==> config.mk <==
export PLATFORM = sky130hd
export DESIGN_NAME = id_ex_stage
export DESIGN_NICKNAME = d
export VERILOG_FILES = /design/src/rtl/id_ex_stage.sv
export SDC_FILE = /design/constraint.sdc
export NUM_CORES = 1
export LEC_CHECK = 0
export BUFFER_PORTS_ARGS = -buffer_cell sky130_fd_sc_hd__buf_2
export CAP_MARGIN = 20
export CORE_MARGIN = 10
export CORE_UTILIZATION = 49
export DETAILED_ROUTE_END_ITERATION = 16
export PLACE_DENSITY = 0.91
export SLEW_MARGIN = 20
export SYNTH_ARGS = -nofsm -noshare
export SYNTH_HDL_FRONTEND = slang
export SYNTH_SLANG_ARGS = --single-unit
==> constraint.sdc <==
create_clock -name clk -period 4.02 [get_ports clk]
set_input_delay 0.804 -clock clk [delete_from_list [all_inputs] [get_ports clk]]
set_output_delay 0.804 -clock clk [all_outputs]
set_load 0.05 [all_outputs]
==> src/rtl/id_ex_stage.sv <==
// ID/EX pipeline register: one-entry valid/ready stage feeding the ALU, with MEM/WB forwarding,
// PC/immediate operand select and load-use bubble insertion. Operands are combinational from state.
package rv32i_pkg;
  localparam int XLEN = 32;
endpackage

module id_ex_stage
  import rv32i_pkg::*;
#(
  parameter int RAW = 5
) (
  input  logic            clk,
  input  logic            rst,
  input  logic            flush,
  input  logic            in_valid,
  output logic            in_ready,
  input  logic [XLEN-1:0] in_pc,
  input  logic [RAW-1:0]  in_rs1_addr,
  input  logic [RAW-1:0]  in_rs2_addr,
  input  logic [XLEN-1:0] in_rs1_data,
  input  logic [XLEN-1:0] in_rs2_data,
  input  logic [XLEN-1:0] in_imm,
  input  logic [RAW-1:0]  in_rd_addr,
  input  logic            in_reg_write,
  input  logic [3:0]      in_alu_instr,
  input  logic            in_a_pc,
  input  logic            in_b_imm,
  input  logic            fwd_mem_valid,
  input  logic            fwd_mem_load,
  input  logic [RAW-1:0]  fwd_mem_rd,
  input  logic [XLEN-1:0] fwd_mem_data,
  input  logic            fwd_wb_valid,
  input  logic [RAW-1:0]  fwd_wb_rd,
  input  logic [XLEN-1:0] fwd_wb_data,
  output logic            out_valid,
  input  logic            out_ready,
  output logic [XLEN-1:0] out_src_a,
  output logic [XLEN-1:0] out_src_b,
  output logic [3:0]      out_alu_instr,
  output logic [XLEN-1:0] out_rs2_data,
  output logic [XLEN-1:0] out_pc,
  output logic [RAW-1:0]  out_rd_addr,
  output logic            out_reg_write
);

  logic            valid_q;
  logic [XLEN-1:0] pc_q, rs1_data_q, rs2_data_q, imm_q;
  logic [RAW-1:0]  rs1_addr_q, rs2_addr_q, rd_addr_q;
  logic            reg_write_q, a_pc_q, b_imm_q;
  logic [3:0]      alu_instr_q;

  logic            mem_hit1, mem_hit2, wb_hit1, wb_hit2;
  logic [XLEN-1:0] fwd_rs1, fwd_rs2;
  logic            hazard, out_fire, capture;

  // Loads cannot forward from MEM; their data is not ready until WB.
  assign mem_hit1 = fwd_mem_valid && !fwd_mem_load && (fwd_mem_rd == rs1_addr_q) && (rs1_addr_q != '0);
  assign mem_hit2 = fwd_mem_valid && !fwd_mem_load && (fwd_mem_rd == rs2_addr_q) && (rs2_addr_q != '0);
  assign wb_hit1  = fwd_wb_valid && (fwd_wb_rd == rs1_addr_q) && (rs1_addr_q != '0);
  assign wb_hit2  = fwd_wb_valid && (fwd_wb_rd == rs2_addr_q) && (rs2_addr_q != '0);

  assign fwd_rs1 = mem_hit1 ? fwd_mem_data : (wb_hit1 ? fwd_wb_data : rs1_data_q);
  assign fwd_rs2 = mem_hit2 ? fwd_mem_data : (wb_hit2 ? fwd_wb_data : rs2_data_q);

  assign hazard = valid_q && fwd_mem_valid && fwd_mem_load && (fwd_mem_rd != '0) &&
                  ((fwd_mem_rd == rs1_addr_q) || (fwd_mem_rd == rs2_addr_q));

  assign out_valid = valid_q && !hazard;
  assign out_fire  = out_valid && out_ready;
  assign in_ready  = !rst && (flush || !valid_q || out_fire);
  assign capture   = in_valid && in_ready && !flush;

  assign out_src_a     = a_pc_q ? pc_q : fwd_rs1;
  assign out_src_b     = b_imm_q ? imm_q : fwd_rs2;
  assign out_rs2_data  = fwd_rs2;
  assign out_alu_instr = alu_instr_q;
  assign out_pc        = pc_q;
  assign out_rd_addr   = rd_addr_q;
  assign out_reg_write = reg_write_q;

  always_ff @(posedge clk) begin
    if (rst) begin
      valid_q     <= 1'b0;
      pc_q        <= '0;
      rs1_addr_q  <= '0;
      rs2_addr_q  <= '0;
      rs1_data_q  <= '0;
      rs2_data_q  <= '0;
      imm_q       <= '0;
      rd_addr_q   <= '0;
      reg_write_q <= 1'b0;
      alu_instr_q <= 4'b0000;
      a_pc_q      <= 1'b0;
      b_imm_q     <= 1'b0;
    end else if (flush) begin
      valid_q <= 1'b0;
    end else if (capture) begin
      valid_q     <= 1'b1;
      pc_q        <= in_pc;
      rs1_addr_q  <= in_rs1_addr;
      rs2_addr_q  <= in_rs2_addr;
      rs1_data_q  <= in_rs1_data;
      rs2_data_q  <= in_rs2_data;
      imm_q       <= in_imm;
      rd_addr_q   <= in_rd_addr;
      reg_write_q <= in_reg_write;
      alu_instr_q <= in_alu_instr;
      a_pc_q      <= in_a_pc;
      b_imm_q     <= in_b_imm;
    end else if (out_fire) begin
      valid_q <= 1'b0;
    end else if (valid_q) begin
      // Producers retiring through WB during a stall would otherwise be lost.
      if (wb_hit1) rs1_data_q <= fwd_wb_data;
      if (wb_hit2) rs2_data_q <= fwd_wb_data;
    end
  end

endmodule

======== Word level (Yosys, flattened, before mapping) ========
Cells that the tools add are included.
word-level totals
  flip-flop bits (word level) ............. 151
  bits of input ports ..................... 232
  output and inout bits ................... 140
operators by class
  equality and inequality tests ........... 5
  muxes and demuxes ....................... 14
  bitwise operators ....................... 1
  reduce and logical (&&, ||, !) cells .... 34
operators with widths
  kind                                           number
  2-to-1 mux 32 bit                              12
  equality test 5 bit                            4
  logical AND 1 bit                              18
  nonzero test 5 bit                             3
  logical NOT 1 bit                              5
  nonzero test 2 bit                             2
  logical OR 1 bit                               3
  AND reduction 3 bit                            1
  2-to-1 mux 1 bit                               2
  != test 2 x 1 -> 1 bit, second input constant  1
  AND reduction 2 bit                            1
  OR reduction 2 bit                             1
  NOT 1 bit                                      1

======== Depth between registers and ports, before layout ========
  depth in word-level cells ............... 13
  gate-level depth with buffers ........... 9

======== Worst setup path after synthesis ========
No wires, ideal clock.
  kind .................................... input to output
  start ................................... input port fwd_mem_rd[2]
  end ..................................... output port out_src_b[11]
  arrival time ............................ 3375 ps
  slack ................................... -159 ps
  cell stages on the path ................. 7
  buffers on the path ..................... 1
  path through ............................ xor2_1 nor3_1 nand3_1 nor3_1 buf_2 mux2i_1 mux2_1
between the ends
  word-level cells in the longest chain between the ends .. 5
ends and longest elaborated chain
  element                          line  text
  start, declared                  30    input logic [RAW-1:0] fwd_mem_rd,
  equality test 5 bit              58    assign mem_hit2 = fwd_mem_valid && !fwd_mem_load && (fwd_mem_rd == rs2_addr_q) && (rs2_addr_q != '0);
  logical AND 1 bit (2 in series)  58
  2-to-1 mux 32 bit                63    assign fwd_rs2 = mem_hit2 ? fwd_mem_data : (wb_hit2 ? fwd_wb_data : rs2_data_q);
  via out_rs2_data[11]             40    output logic [XLEN-1:0] out_rs2_data,
  2-to-1 mux 32 bit                74    assign out_src_b = b_imm_q ? imm_q : fwd_rs2;
  end, declared                    38    output logic [XLEN-1:0] out_src_b,
The timed path passes the listed nets, and every way through them passes these cells.

======== Final worst setup path ========
  start ................................... register rs2_addr_q[0]
  end ..................................... output port out_src_b[18]
between the ends
  word-level cells in the longest chain between the ends .. 6
  elaborated cells between the ends (all ways) .. 10
ends and longest elaborated chain
  element                          line  text
  start, declared                  48    logic [RAW-1:0] rs1_addr_q, rs2_addr_q, rd_addr_q;
  start signal, assigned           101   rs2_addr_q <= in_rs2_addr;
  equality test 5 bit              60    assign wb_hit2 = fwd_wb_valid && (fwd_wb_rd == rs2_addr_q) && (rs2_addr_q != '0);
  logical AND 1 bit (2 in series)  60
  2-to-1 mux 32 bit                --
  2-to-1 mux 32 bit *              63
  2-to-1 mux 32 bit *              74
Mark *: on every way between the ends. The rest lies on a longest branch, timed or not.

==> impl.org <==
** Clock tree
- Number of gates given a new drive strength after cts :: 0
- CTS Buf Count :: 17
- TritonCTS built the clock tree.
- CTS Hold Bufs :: 0
- The tree is rooted in a clkbuf_16.
- The clock net in this run drives a total of between 150 and 200 sinks.
- In this run the number of H-tree levels came out at 4.
- Max Buffers Root-to-Sink :: 2
- After clock tree synthesis, the clock-pin slew on the worst setup and hold paths is ~0.060 ns.
- Total setup buffers inserted after CTS :: 0
- The clock reaches the later pin of the worst-skew pair after approximately 0.43 ns.

** Timing
- Normalized max-slew margin :: 29.9%
- Static timing analysis puts the maximum clock frequency at 263 MHz.
- Final worst path period need :: 3.80 ns
- Unrepaired setup endpoints after global routing :: false
- The final number of hold-violating endpoints is 0.
- Hold WS :: approximately 0.46 ns
- For the pin with the worst max-slew slack, the measured transition is approximately 1.1 ns.
- On the final layout, the worst clock skew is 0.0138 ns.
- PnR worst setup slack :: between 0.2 and 0.25 ns
- Max-slew violation count :: 0
- Setup violations, final :: 0
- The worst path uses 94.5% of the clock period.

** Pwr
- Power density relative to cell area :: 374 nW/um2
- Static Leakage :: roughly 5 nW
- Maximum vdd ir drop :: around 0.00028 V
- Final total power :: approximately 4.2 mW

** Synthesis
- Counting flops with a built-in enable in the synthesized netlist gives 0.
- Yosys top cell area share :: 35.0%
- After synthesis the cells add up to 8640 um2.
- Synthesized Nets :: 1266
- Synth Register Bits :: ~150
- For this run, asynchronously set or reset flops after synthesis account for 0%.
- The largest total area in the synthesized netlist belongs to dfxtp_1.
- Main area contributors after synthesis :: dfxtp_1 35%, mux2_2 7.0%, o21ai_1 6.8%
- Counting every instance in the synthesized netlist gives ~1000.
- A synthesized cell averages approximately 8.4 um2.
- Unique cell type count in the Yosys netlist :: 32
- Part of the Yosys area used for sequential elements :: about a third
- In the synthesized netlist the dominant register cell turns out to be dfxtp_1.
- Yosys Warn Count :: 0

** Drt
- Average wire per standard cell :: ~23 um
- Post-detailed-route DRC marker count :: 0
- In the routed layout, each cell is associated on average with a via count of about 6.0.
- Number of iterations in the first detailed-routing pass :: 6
- Number of DRC markers after the initial detailed-route iteration :: 1030
- Total number of vias :: between 9000 and 10000
- Final wirelength :: between 30 and 40 mm
- The detail route stage leaves a number of antenna-violating nets equal to 0.

** Worst setup path
- Data on the critical path is required at its endpoint by between 3 and 4 ns.
- Ordered cell list for the critical path :: or4_1 -> nor2_2 -> nor4_4 -> buf_12 -> mux2_4 -> mux2_2 -> mux2_2 -> buf_2
- The worst setup path is captured at a primary output.
- Largest stage delay on the critical path :: approximately 0.55 ns
- CP Max Fanout :: 32
- The worst setup path is of the reg2out kind.
- The endpoint identified for the worst register-to-register timing path is rs2_data_q[30]$_SDFFE_PP0P_.
- The cell that appears most often on the critical path is mux2_2.
- Data on the critical path arrives at its endpoint at approximately 3 ns.
- In this run the critical register-to-register path is launched from rs1_addr_q[2]$_SDFFE_PP0P_.
- Among cell families on the critical path, the largest total delay comes from multiplexers.
- Type of element launching the critical path :: flip-flop
- Worst-path cell with the longest stage delay :: or4_1
- First element of the critical path :: rs2_addr_q[0]$_SDFFE_PP0P_
- The number of buffers and inverters on the critical path is 2.
- FF-to-FF setup slack :: between 1.5 and 2 ns
- Logic depth of the worst register-to-register path :: 6

** Cells and area
- The post-route netlist has between 30% and 40% of its cells at a drive strength greater than 1.
- The final layout contains 1572 nets.
- Measured on the finished design, the core utilization comes to 65.0%.
- Leading cell type in the layout, fill and taps excluded :: buf_2
- Relative to the synthesized area, the layout overhead comes to 30.1%.
- Once layout is done, the placed cells without fillers occupy between 10000 and 15000 um2.
- Leaving out fill and tap cells, the most frequent cells in the layout are 370 x buf_2, 149 x nand2_1, 149 x dfxtp_1, 118 x o21ai_1.

** Run status
- The flow ran to the end, and the final reports show no timing, DRC or antenna violations.

** Die
- # rows :: between 40 and 50
- Die Wd :: 153 um
- The die covers between 20000 and 25000 um2.
- The die is about 150 um tall.
- IO Count :: between 300 and 400
- The initial utilization of the core area, before any placement, comes to approximately half.
- The core region is 17300 um2.

** Placement
- Summing all placed instances gives a cell area of 10600 um2.
- At the placement stage, the worst setup path has a slack of ~0.30 ns.
- Detailed placement finished with a half-perimeter wire length of ~27 mm.
- Weighted congestion reported at the end of routability-driven placement :: roughly 1
- Port Buffers :: 371

** Hold path
- Startpoint of the tightest hold check path :: out_rd_addr[3]$_SDFFE_PP0P_
- Sink of the worst hold path :: out_rd_addr[3]$_SDFFE_PP0P_
- The worst hold path passes through 2 cells.
- In this run the worst hold path is classified as reg2reg.

** Global route
- For this run the aggregate overflow at the end of global routing stands at 0.
- Overall global routing resource usage :: between 20% and 30%
- Entering global routing, the biggest net connects around 150 pins.
- Antenna violations before repair :: 19
- The via count of the first global-routing pass came to between 9000 and 10000.
- The first global-routing pass estimated approximately 56 mm of wire.

** Run
- Number of max-cap violations :: 0
==> worst max path at each step <==
| stage | to | slack (ns) | cells after the start |
|---|---|---|---|
| floorplan | out_src_b[11] | -0.16 | 7 |
| CTS | out_src_b[18] | 0.26 | 8 |
| detailed placement | out_src_b[18] | 0.30 | 9 |
| global placement | out_src_b[31] | 0.35 | 9 |
| global route | out_src_b[0] | 0.16 | 8 |
| finish | out_src_b[18] | 0.22 | 8 |
==> flip-flops by register name, summed over array words and instances (netlist names) <==
| signal | flops |
|---|---|
| imm_q | 32 |
| out_pc | 32 |
| rs1_data_q | 32 |
| rs2_data_q | 32 |
| out_rd_addr | 5 |
| rs1_addr_q | 5 |
| rs2_addr_q | 5 |
| out_alu_instr | 4 |
| a_pc_q | 1 |
| b_imm_q | 1 |
| out_reg_write | 1 |
| valid_q | 1 |
==> layer usage <==
metal / global-route usage (%) / up-vias / share of wire [%]
met4: 18.4 / 8 / 5.7
met5: 0 / - / 0.12
met3: 9.77 / 139 / 10
li1: - / 4274 / -
met2: 45.6 / 624 / 46
met1: 36.0 / 4473 / 38
==> worst min-delay path, cell delays in order (launching register included) <==
cell and delay (ns):
dfxtp_1 0.31, nand2b_1 0.06, o21ai_1 0.05
==> Yosys cell counts (all sizes together), types with 30 or more instances <==
| master | count |
|---|---|
| nor2 | 61 |
| nand2 | 150 |
| clkbuf | 67 |
| a311oi | 58 |
| dfxtp | 151 |
| o21ai | 118 |
| buf | 30 |
| nand3 | 88 |
| nand2b | 88 |
| mux2 | 116 |
| mux2i | 44 |
==> metrics by stage <==
stage	std cells	setup TNS, ns
final	1592	0
after global routing	1591	0
after CTS	1577	0
after detailed placement	1546	0
after global placement	1546	0
after floorplan	1034	-0.954
==> layout make-up <==
type                    count  area, um2
diodes                     15       37.5
multi-input cells         780       5200
clock buffers              20        447
flip-flops and latches    151       3030
well taps                 225        282
repair buffers            384       2040
clock inverters            11        174
fillers                  1445       6060
inverters                   6       22.5
==> cells by family after synthesis <==
logic type	count (synthesis)	share of synthesized area (%)
and+or+nand+nor	414	22.7
muxes	160	21.3
buffers and inverters	103	5.17
xor gates and xnor gates	20	2.03
DFF	151	35.0
AOI/OAI and AO/OA	186	13.8
==> report_power, final <==
group	internal, mW	switching (mW)
Clock	1.06	0.660
Sequential	1.57	0.0648
Combinational	0.281	0.570
Total	2.91	1.30
(Power assumes the default switching activity.)
